File: src/rtl/link_ctrl.sv
// Serial move-link sequencer between game_fsm and the tx/rx UART pair.
// Sole owner of the tx port: it interleaves ACK bytes and local moves and retransmits moves that are not acknowledged.
module link_ctrl #(
    parameter int                 PKT_LEN     = 8,
    parameter int                 TX_GAP      = 70000,
    parameter int                 ACK_TIMEOUT = 650000,
    parameter int                 MAX_RETRY   = 3,
    parameter logic [PKT_LEN-1:0] ACK_CODE    = {PKT_LEN{1'b1}}
) (
    input  logic               clk_in,
    input  logic               rst_in,
    input  logic               local_move_valid_in,
    input  logic [PKT_LEN-1:0] local_move_in,
    input  logic               rx_ready_in,
    input  logic [PKT_LEN-1:0] rx_data_in,
    output logic               tx_trigger_out,
    output logic [PKT_LEN-1:0] tx_val_out,
    output logic               rx_move_valid_out,
    output logic [PKT_LEN-1:0] rx_move_out,
    output logic               move_acked_out,
    output logic               busy_out,
    output logic               link_err_out
);

    // state       | meaning
    // S_IDLE      | nothing on the wire; pick ACK first, then an outstanding move
    // S_SEND_ACK  | one-cycle tx trigger with ACK_CODE
    // S_SEND_MOVE | one-cycle tx trigger with the latched local move
    // S_GAP       | hold tx_val while the frame shifts out, then go to ret_q
    // S_WAIT_ACK  | move sent, waiting for ACK or the retransmit timeout
    // S_ERR       | retries exhausted; sticky until reset

    typedef enum logic [2:0] {
        S_IDLE, S_SEND_ACK, S_SEND_MOVE, S_GAP, S_WAIT_ACK, S_ERR
    } state_t;

    localparam int TW = (ACK_TIMEOUT > 1) ? $clog2(ACK_TIMEOUT) : 1;
    localparam int GW = (TX_GAP > 1) ? $clog2(TX_GAP) : 1;
    localparam int RW = (MAX_RETRY > 0) ? $clog2(MAX_RETRY + 1) : 1;

    localparam logic [TW-1:0]      TIMER_LAST = TW'(ACK_TIMEOUT - 1);
    localparam logic [GW-1:0]      GAP_LAST   = GW'(TX_GAP - 1);
    localparam logic [RW-1:0]      RETRY_MAX  = RW'(MAX_RETRY);
    // Bytes with the top nibble all ones are control codes, never moves.
    localparam logic [PKT_LEN-1:0] CTRL_MIN   = {4'hF, {(PKT_LEN-4){1'b0}}};

    state_t             state_q, state_d, ret_q, ret_d;
    logic               ack_pending_q, ack_pending_d;
    logic               outstanding_q, outstanding_d;
    logic               got_ack_q, got_ack_d;
    logic               move_sent_q, move_sent_d;
    logic [RW-1:0]      retry_cnt_q, retry_cnt_d;
    logic [TW-1:0]      timer_q, timer_d;
    logic [GW-1:0]      gap_q, gap_d;
    logic [PKT_LEN-1:0] last_rx_q, last_rx_d;
    logic [PKT_LEN-1:0] move_q, move_d;
    logic [PKT_LEN-1:0] rx_move_q, rx_move_d;
    logic               rx_move_valid_q, rx_move_valid_d;
    logic [PKT_LEN-1:0] tx_val_q, tx_val_d;
    logic               tx_trigger, move_acked;

    always_comb begin
        state_d         = state_q;
        ret_d           = ret_q;
        ack_pending_d   = ack_pending_q;
        outstanding_d   = outstanding_q;
        got_ack_d       = got_ack_q;
        move_sent_d     = move_sent_q;
        retry_cnt_d     = retry_cnt_q;
        last_rx_d       = last_rx_q;
        move_d          = move_q;
        rx_move_d       = rx_move_q;
        rx_move_valid_d = 1'b0;
        tx_val_d        = tx_val_q;
        tx_trigger      = 1'b0;
        move_acked      = 1'b0;
        timer_d         = (timer_q == TIMER_LAST) ? timer_q : timer_q + TW'(1);
        gap_d           = (gap_q == GAP_LAST) ? gap_q : gap_q + GW'(1);

        case (state_q)
            S_IDLE: begin
                if (ack_pending_q)      state_d = S_SEND_ACK;
                else if (outstanding_q) state_d = S_SEND_MOVE;
            end
            S_SEND_ACK: begin
                tx_trigger    = 1'b1;
                ack_pending_d = 1'b0;
                ret_d         = (outstanding_q && move_sent_q) ? S_WAIT_ACK : S_IDLE;
                state_d       = S_GAP;
            end
            S_SEND_MOVE: begin
                tx_trigger  = 1'b1;
                got_ack_d   = 1'b0;
                move_sent_d = 1'b1;
                ret_d       = S_WAIT_ACK;
                state_d     = S_GAP;
            end
            S_GAP: begin
                if (gap_q == GAP_LAST) state_d = ret_q;
            end
            S_WAIT_ACK: begin
                if (got_ack_q) begin
                    outstanding_d = 1'b0;
                    retry_cnt_d   = '0;
                    got_ack_d     = 1'b0;
                    move_sent_d   = 1'b0;
                    move_acked    = 1'b1;
                    state_d       = S_IDLE;
                end else if (ack_pending_q) begin
                    state_d = S_SEND_ACK;
                end else if (timer_q == TIMER_LAST) begin
                    if (retry_cnt_q < RETRY_MAX) begin
                        retry_cnt_d = retry_cnt_q + RW'(1);
                        state_d     = S_SEND_MOVE;
                    end else begin
                        state_d = S_ERR;
                    end
                end
            end
            S_ERR:   state_d = S_ERR;
            default: state_d = S_IDLE;
        endcase

        // tx_val and the counters are loaded as a send state is entered, so
        // the byte is already stable in the trigger cycle.
        if (state_d == S_SEND_ACK) begin
            tx_val_d = ACK_CODE;
            gap_d    = '0;
        end
        if (state_d == S_SEND_MOVE) begin
            tx_val_d = move_q;
            gap_d    = '0;
            timer_d  = '0;
        end

        if (local_move_valid_in && !outstanding_q && state_q != S_ERR) begin
            move_d        = local_move_in;
            outstanding_d = 1'b1;
        end

        if (rx_ready_in) begin
            if (rx_data_in < CTRL_MIN) begin
                ack_pending_d = 1'b1;
                if (rx_data_in != last_rx_q) begin
                    last_rx_d       = rx_data_in;
                    rx_move_d       = rx_data_in;
                    rx_move_valid_d = 1'b1;
                end
            end else if (rx_data_in == ACK_CODE && outstanding_q && outstanding_d) begin
                got_ack_d = 1'b1;
            end
        end
    end

    always_ff @(posedge clk_in) begin
        if (!rst_in) begin
            state_q         <= S_IDLE;
            ret_q           <= S_IDLE;
            ack_pending_q   <= 1'b0;
            outstanding_q   <= 1'b0;
            got_ack_q       <= 1'b0;
            move_sent_q     <= 1'b0;
            retry_cnt_q     <= '0;
            timer_q         <= '0;
            gap_q           <= '0;
            last_rx_q       <= CTRL_MIN;
            move_q          <= '0;
            rx_move_q       <= '0;
            rx_move_valid_q <= 1'b0;
            tx_val_q        <= '0;
        end else begin
            state_q         <= state_d;
            ret_q           <= ret_d;
            ack_pending_q   <= ack_pending_d;
            outstanding_q   <= outstanding_d;
            got_ack_q       <= got_ack_d;
            move_sent_q     <= move_sent_d;
            retry_cnt_q     <= retry_cnt_d;
            timer_q         <= timer_d;
            gap_q           <= gap_d;
            last_rx_q       <= last_rx_d;
            move_q          <= move_d;
            rx_move_q       <= rx_move_d;
            rx_move_valid_q <= rx_move_valid_d;
            tx_val_q        <= tx_val_d;
        end
    end

    assign tx_trigger_out    = tx_trigger;
    assign tx_val_out        = tx_val_q;
    assign rx_move_valid_out = rx_move_valid_q;
    assign rx_move_out       = rx_move_q;
    assign move_acked_out    = move_acked;
    assign busy_out          = outstanding_q;
    assign link_err_out      = (state_q == S_ERR);

endmodule

File: config.mk
export PLATFORM = sky130hd
export DESIGN_NAME = link_ctrl
export DESIGN_NICKNAME = d
export VERILOG_FILES = /design/src/rtl/link_ctrl.sv
export SDC_FILE = /design/constraint.sdc
export NUM_CORES = 1
export LEC_CHECK = 0
export CORE_UTILIZATION = 30
export DETAILED_ROUTE_END_ITERATION = 16
export HOLD_SLACK_MARGIN = 0.02
export RECOVER_POWER = 100
export SETUP_SLACK_MARGIN = 0.1
export SYNTH_ARGS = -nofsm -noshare
export SYNTH_HDL_FRONTEND = slang
export SYNTH_SLANG_ARGS = --single-unit
File: constraint.sdc
create_clock -name clk_in -period 2.5 [get_ports clk_in]
set_input_delay 0.75 -clock clk_in [delete_from_list [all_inputs] [get_ports clk_in]]
set_output_delay 0.75 -clock clk_in [all_outputs]
set_load 0.01 [all_outputs]
## Word-level counts from Yosys, hierarchy flattened

Cells that the tools add are included.

| cells by class | value |
|---|---|
| reduce and logical (&&, ||, !) cells | 20 |
| bitwise gates (word level) | 1 |
| order comparisons | 2 |
| $add $sub $neg | 3 |
| mux-type cells | 32 |
| eq/ne operators | 14 |

Operators with widths:

| cell | count |
|---|---|
| 3-bit 2-to-1 mux | 8 |
| 20-bit by 1-bit adder with 20-bit output, second input constant | 1 |
| 20-bit equality test, second input constant | 1 |
| 17-bit by 1-bit adder with 17-bit output, second input constant | 1 |
| 17-bit equality test, second input constant | 1 |
| 8-bit 2-to-1 mux | 2 |
| 1-bit 2-to-1 mux | 15 |
| 3-bit one-hot mux with 5 select lines | 1 |
| 2-bit nonzero test | 5 |
| 3-bit by 2-bit equality test with 1-bit output, second input constant | 3 |
| 8-bit equality test, second input constant | 1 |
| 8-bit < comparator, second input constant | 1 |
| 2-bit 2-to-1 mux | 4 |
| 8-bit inequality test | 1 |
| 3-bit by 1-bit equality test with 1-bit output, second input constant | 2 |
| 3-bit equality test, second input constant | 2 |
| 3-bit one-hot mux with 2 select lines | 1 |
| 3-bit AND reduction | 2 |
| 2-bit OR reduction | 3 |
| 1-bit logical AND | 5 |
| 4-bit AND reduction | 1 |
| 3-bit zero test | 1 |
| 3-bit inequality test, second input constant | 1 |
| 3-bit OR reduction | 1 |
| other kinds (8) | 8 |

| word-level totals | value |
|---|---|
| input bits | 20 |
| flip-flop bits (word level) | 82 |
| output and inout port bits | 21 |

## Longest topological paths before layout

| logic depth | value |
|---|---|
| depth in word-level cells | 9 |
| depth in mapped cells | 9 |
| mapped depth without buffers | 7 |

## Worst setup path after synthesis

Ideal clock, no wire load.

| timing path | value |
|---|---|
| kind | reg2reg |
| from | register timer_q[5] |
| to | register gap_q[10] |
| data required time | 2.368 ns |
| buffers on the path | 1 |
| cell stages (with the launch flop) | 7 |
| setup time | 0.132 ns |
| arrival time | 2.034 ns |
| setup slack | 0.334 ns |
| path through | dfxtp_1 > or4b_4 > nor4_4 > nand4_2 > a221oi_4 > buf_4 > nor3_1 |

| between the ends | value |
|---|---|
| longest elaborated chain between the ends | 7 |
| elaborated cells on any way between the ends | 8 |
| those cells by class | eq/ne (3); mux (4); reduce/logical (1) |

RTL lines:

| what | line | source |
|---|---|---|
| start: declaration | 53 | `logic [TW-1:0] timer_q, timer_d;` |
| start signal: assignment | 179 | `timer_q <= timer_d;` |
| 20-bit equality test (*) | 111 | `end else if (timer_q == TIMER_LAST) begin` |
| 3-bit 2-to-1 mux (*) | 111 |  |
| 3-bit 2-to-1 mux (*) | 109 | `end else if (ack_pending_q) begin` |
| 3-bit 2-to-1 mux (*) | 102 | `if (got_ack_q) begin` |
| 3-bit one-hot mux with 5 select lines (*) | 80 | `case (state_q)` |
| 3-bit by 1-bit equality test with 1-bit output or 3-bit by 2-bit equality test with 1-bit output (tied branches) | 126, 130 |  |
| 3-bit OR reduction (no source line) (*) | n/a |  |
| end signal: assignment | 180 | `gap_q <= gap_d;` |
| end: declaration | 54 | `logic [GW-1:0] gap_q, gap_d;` |

Every way passes the cells marked *; elsewhere a longest branch is shown, timed or not.
A chain may end at the register's enable or synchronous reset.

## Worst setup path in the final report

| timing path | value |
|---|---|
| from | register state_q[1] |
| to | register gap_q[7] |

| between the ends | value |
|---|---|
| longest elaborated chain between the ends | 6 |
| elaborated cells on any way between the ends | 17 |
| those cells by class | eq/ne (7); mux (7); reduce/logical (3) |

RTL lines:

| what | line | source |
|---|---|---|
| start: declaration | 47 | `state_t state_q, state_d, ret_q, ret_d;` |
| start signal: assignment | 172 | `state_q <= state_d;` |
| 3-bit 2-to-1 mux | 111 |  |
| 3-bit 2-to-1 mux | 109 |  |
| 3-bit 2-to-1 mux | 102 |  |
| 3-bit one-hot mux with 5 select lines (*) | 80 |  |
| 3-bit by 1-bit equality test with 1-bit output or 3-bit by 2-bit equality test with 1-bit output (tied branches) | 126, 130 |  |
| 3-bit OR reduction (no source line) (*) | n/a |  |

Marked as above.

==> flow_metrics.py <==
metrics = {
    "status": {
        "outcome": "complete, but fails checks",
        "failed_checks": "DRC",
    },
    "global_route": {
        "met3_usage_pct": 4.30,
        "grt_first_pass_wirelength_um": 13600,
        "antenna_found_initial": 0,
        "use_met1_pct": 17.2,
        "gr-total-overflow": 0,
        "first_global_vias": 2885,
        "busiest_layer": "met2",
        "grt_start_max_net_pins": 38,
        "met2_usage_pct": 21.6,
        "grt_usage_pct": 13.4,
    },
    "route": {
        "totalWireLength_um": 7910,
        "vias": 2992,
        "wl_per_cell_um": 13.3,
        "via_per_inst": 5.03,
        "drc_errors": 1,
        "dr.pass1.iters": 10,
        "drt_iter0_drc": 159,
        "ant_nets": 0,
    },
    "finish": {
        "fin_cells": 595,
        "num-fill-cells": 1193,
        "n_antenna_cell": 0,
        "area_growth_pct": 25.3,
        "multiInputGateArea_sq_mm": 0.00194,
        "fin_nets": 470,
        "regArea_sq_mm": 0.00153,
        "drive_above_1_share_pct": 9.96,
    },
    "synth": {
        "synth-edff-count": 0,
        "synth_nets": 426,
        "ys_seq_area_share_pct": 42.0,
        "ys_ff_latch": 76,
        "async_flop_share_pct": 0,
        "syn_avg_cell_area_sq_um": 8.99,
        "synth_area_sq_mm": 0.00362,
        "yosysUniqueCellTypes": 52,
        "synth_flop_cell": "dfxtp_1",
        "synth_warnings": 0,
        "synthCells": 403,
    },
    "floorplan": {
        "initial_core_util_pct": 31.2,
        "die_h_um": 112,
        "core_area_sq_mm": 0.0116,
        "die_w_um": 112,
        "ios": 41,
        "die-area_sq_mm": 0.0125,
        "rows": 39,
    },
    "setup_path": {
        "crit_type": "reg2reg",
        "crit_chain": "or4b_1 -> nor3_1 -> nand4_1 -> clkbuf_2 -> nand3_1 -> buf_12 -> nor3_1",
        "crit_top_cell": "nor3_1",
        "cp_max_fo": 37,
        "critical-path-top-delay-family": "simple AND/OR/NAND/NOR gates",
        "arrival_ns": 2.48,
        "slowest_delay_ns": 0.59,
        "cp.buffers_inverters": 2,
        "worst_ep_required_time_ns": 2.71,
        "crit_slowest_cell": "or4b_1",
        "cp-end-kind": "flop",
        "crit_path_start_kind": "flop",
    },
    "pwr": {
        "p_per_area_mw_per_mm2": 687,
        "vdd_drop_max_v": 0.000389,
        "p_leak_uw": 0.00171,
    },
    "sta": {
        "timing.final.max_slew_violations": 0,
        "setup_violations": 0,
        "fin_crit_sh_pct": 90.7,
        "max_freq_mhz": 441,
        "final.min_clock_period_ns": 2.27,
        "tightest_slew_ns": 0.710,
        "skew_ns": 0.00663,
        "rsz0062_at_grt": "no",
        "slew_headroom_pct": 52.6,
        "hold_violations": 0,
        "final.setup.tns_ns": 0,
    },
    "flow_run": {
        "cap_violations": 0,
    },
    "cts": {
        "htree_levels": 3,
        "clock_path_buffers": 2,
        "cts_hold_buf": 0,
        "cts_root_buf": "clkbuf_16",
        "cts_tree": "done",
        "cts_sinks": 76,
        "cts-buffers-inserted": 9,
        "clk_transition_reported_paths_ns": 0.06,
        "clkLatencyLatePin_ns": 0.33,
    },
    "placement": {
        "place_congestion": 0.808,
        "port_buffers": 40,
        "dp.cells": 578,
        "place_hpwl_um": 5480,
    },
    "worst_hold_path": {
        "min_path_type": "reg2reg",
    },
}
-- synthesized netlist by cell type (all sizes together), types with 2 or more instances --
cell type | number | area [sq um]
o31a | 8 | 70.1
nor2b | 8 | 50.1
dfxtp | 76 | 1520
o21ai | 7 | 35.0
xor2 | 20 | 175
or4 | 2 | 15.0
buf | 9 | 63.8
nand2 | 27 | 101
a211oi | 4 | 30.0
nand4b | 2 | 17.5
nand4 | 12 | 81.3
nand2b | 3 | 18.8
or4b | 3 | 33.8
or3b | 2 | 17.5
a21boi | 10 | 75.1
mux2i | 21 | 210
nor2 | 50 | 188
a2111oi | 2 | 17.5
nor4 | 7 | 73.8
xnor2 | 18 | 158
nor3 | 24 | 120
inv | 9 | 33.8
a31oi | 3 | 18.8
nor4bb | 2 | 20.0
a21oi | 11 | 55.1
and4 | 4 | 35.0
nand3 | 15 | 75.1
clkbuf | 14 | 52.6
and3 | 12 | 75.1
ha | 3 | 37.5
-- sequential cells by signal, indices dropped and copies added, names as in the netlist, 2 cells and up --
signal       cells
retry_cnt_q      2
last_rx_q        8
tx_val_out       8
gap_q           17
timer_q         20
rx_move_out      4
move_q           8
state_q          3
-- through the flow --
step	power, uW	instance area, sq um	setup WS [ns]	hold WS [ns]	util, %
2_1_floorplan	1590	3620	0.334	0.446	-
4_1_cts	3180	4560	0.0752	0.482	39.3
5_1_grt	3250	4540	0.0911	0.521	39.1
3_5_place_dp	1760	4230	0.0494	0.459	36.4
3_3_place_gp	1760	4230	0.0756	0.464	36.4
6_report	3120	4540	0.233	0.486	39.1
-- worst paths after layout --
| kind | endpoint | from | cells past startpoint | slack, ns |
|---|---|---|---|---|
| worst max-delay path | gap_q[7] | state_q[1] | 7 | 0.23 |
| worst min-delay path | retry_cnt_q[1] | retry_cnt_q[1] | 1 | 0.49 |
| worst max register to register | gap_q[7] | state_q[1] | 7 | 0.23 |
| worst min register to register | retry_cnt_q[1] | retry_cnt_q[1] | 1 | 0.49 |
-- what timing repair did --
| item | CTS | global route |
|---|---|---|
| setup buffers | 0 | 1 |
| endpoints found under the setup margin | 3 | 8 |
| endpoints found under the hold margin | 0 | 0 |
| resized for setup | 7 | 5 |
-- layout by cell type, fill, tap and decap left out, types with 3 or more instances in the layout --
cell type,count
dfxtp_1,72
nor2_1,50
nand2_1,27
nor3_1,24
mux2i_1,21
dlygate4sd3_1,21
xor2_1,20
xnor2_1,18
clkdlybuf4s50_1,16
nand3_1,15
nand4_1,12
and3_1,12
a21oi_1,11
a21boi_0,10
buf_4,10
inv_1,9
clkbuf_16,9
o31a_1,8
nor2b_1,7
o21ai_0,7
nor4_1,5
and4_1,4
a211oi_1,4
nand2b_1,3
a31oi_1,3
dfxtp_2,3
-- power breakdown --
part / switching (uW) / internal (uW)
logic: 186 / 197
clock network: 506 / 901
registers: 53.9 / 1280
-- metal layers --
layer,vias to the layer above,share of wire (%)
met5,-,0
met4,0,0.87
met3,6,4.4
met2,52,45
met1,1404,49
li1,1530,-
-- final cells by class --
type                       instances  area share [%]
clock buffer                      10            5.26
clock inverter                     6            1.93
inverter                           9           0.744
multi-input combinational        295            42.7
sequential                        76            33.7
tap                              143            3.94
timing repair buffer              56            11.8
-- logic make-up after synthesis --
group | share of synthesized area (%)
xor+xnor | 9.18
fa+ha+maj | 1.04
compound gates | 11.5
mux | 6.11
buf+inv | 4.14
flops | 42.0
simple gates | 26.0
Power figures use the tool's default switching activity.
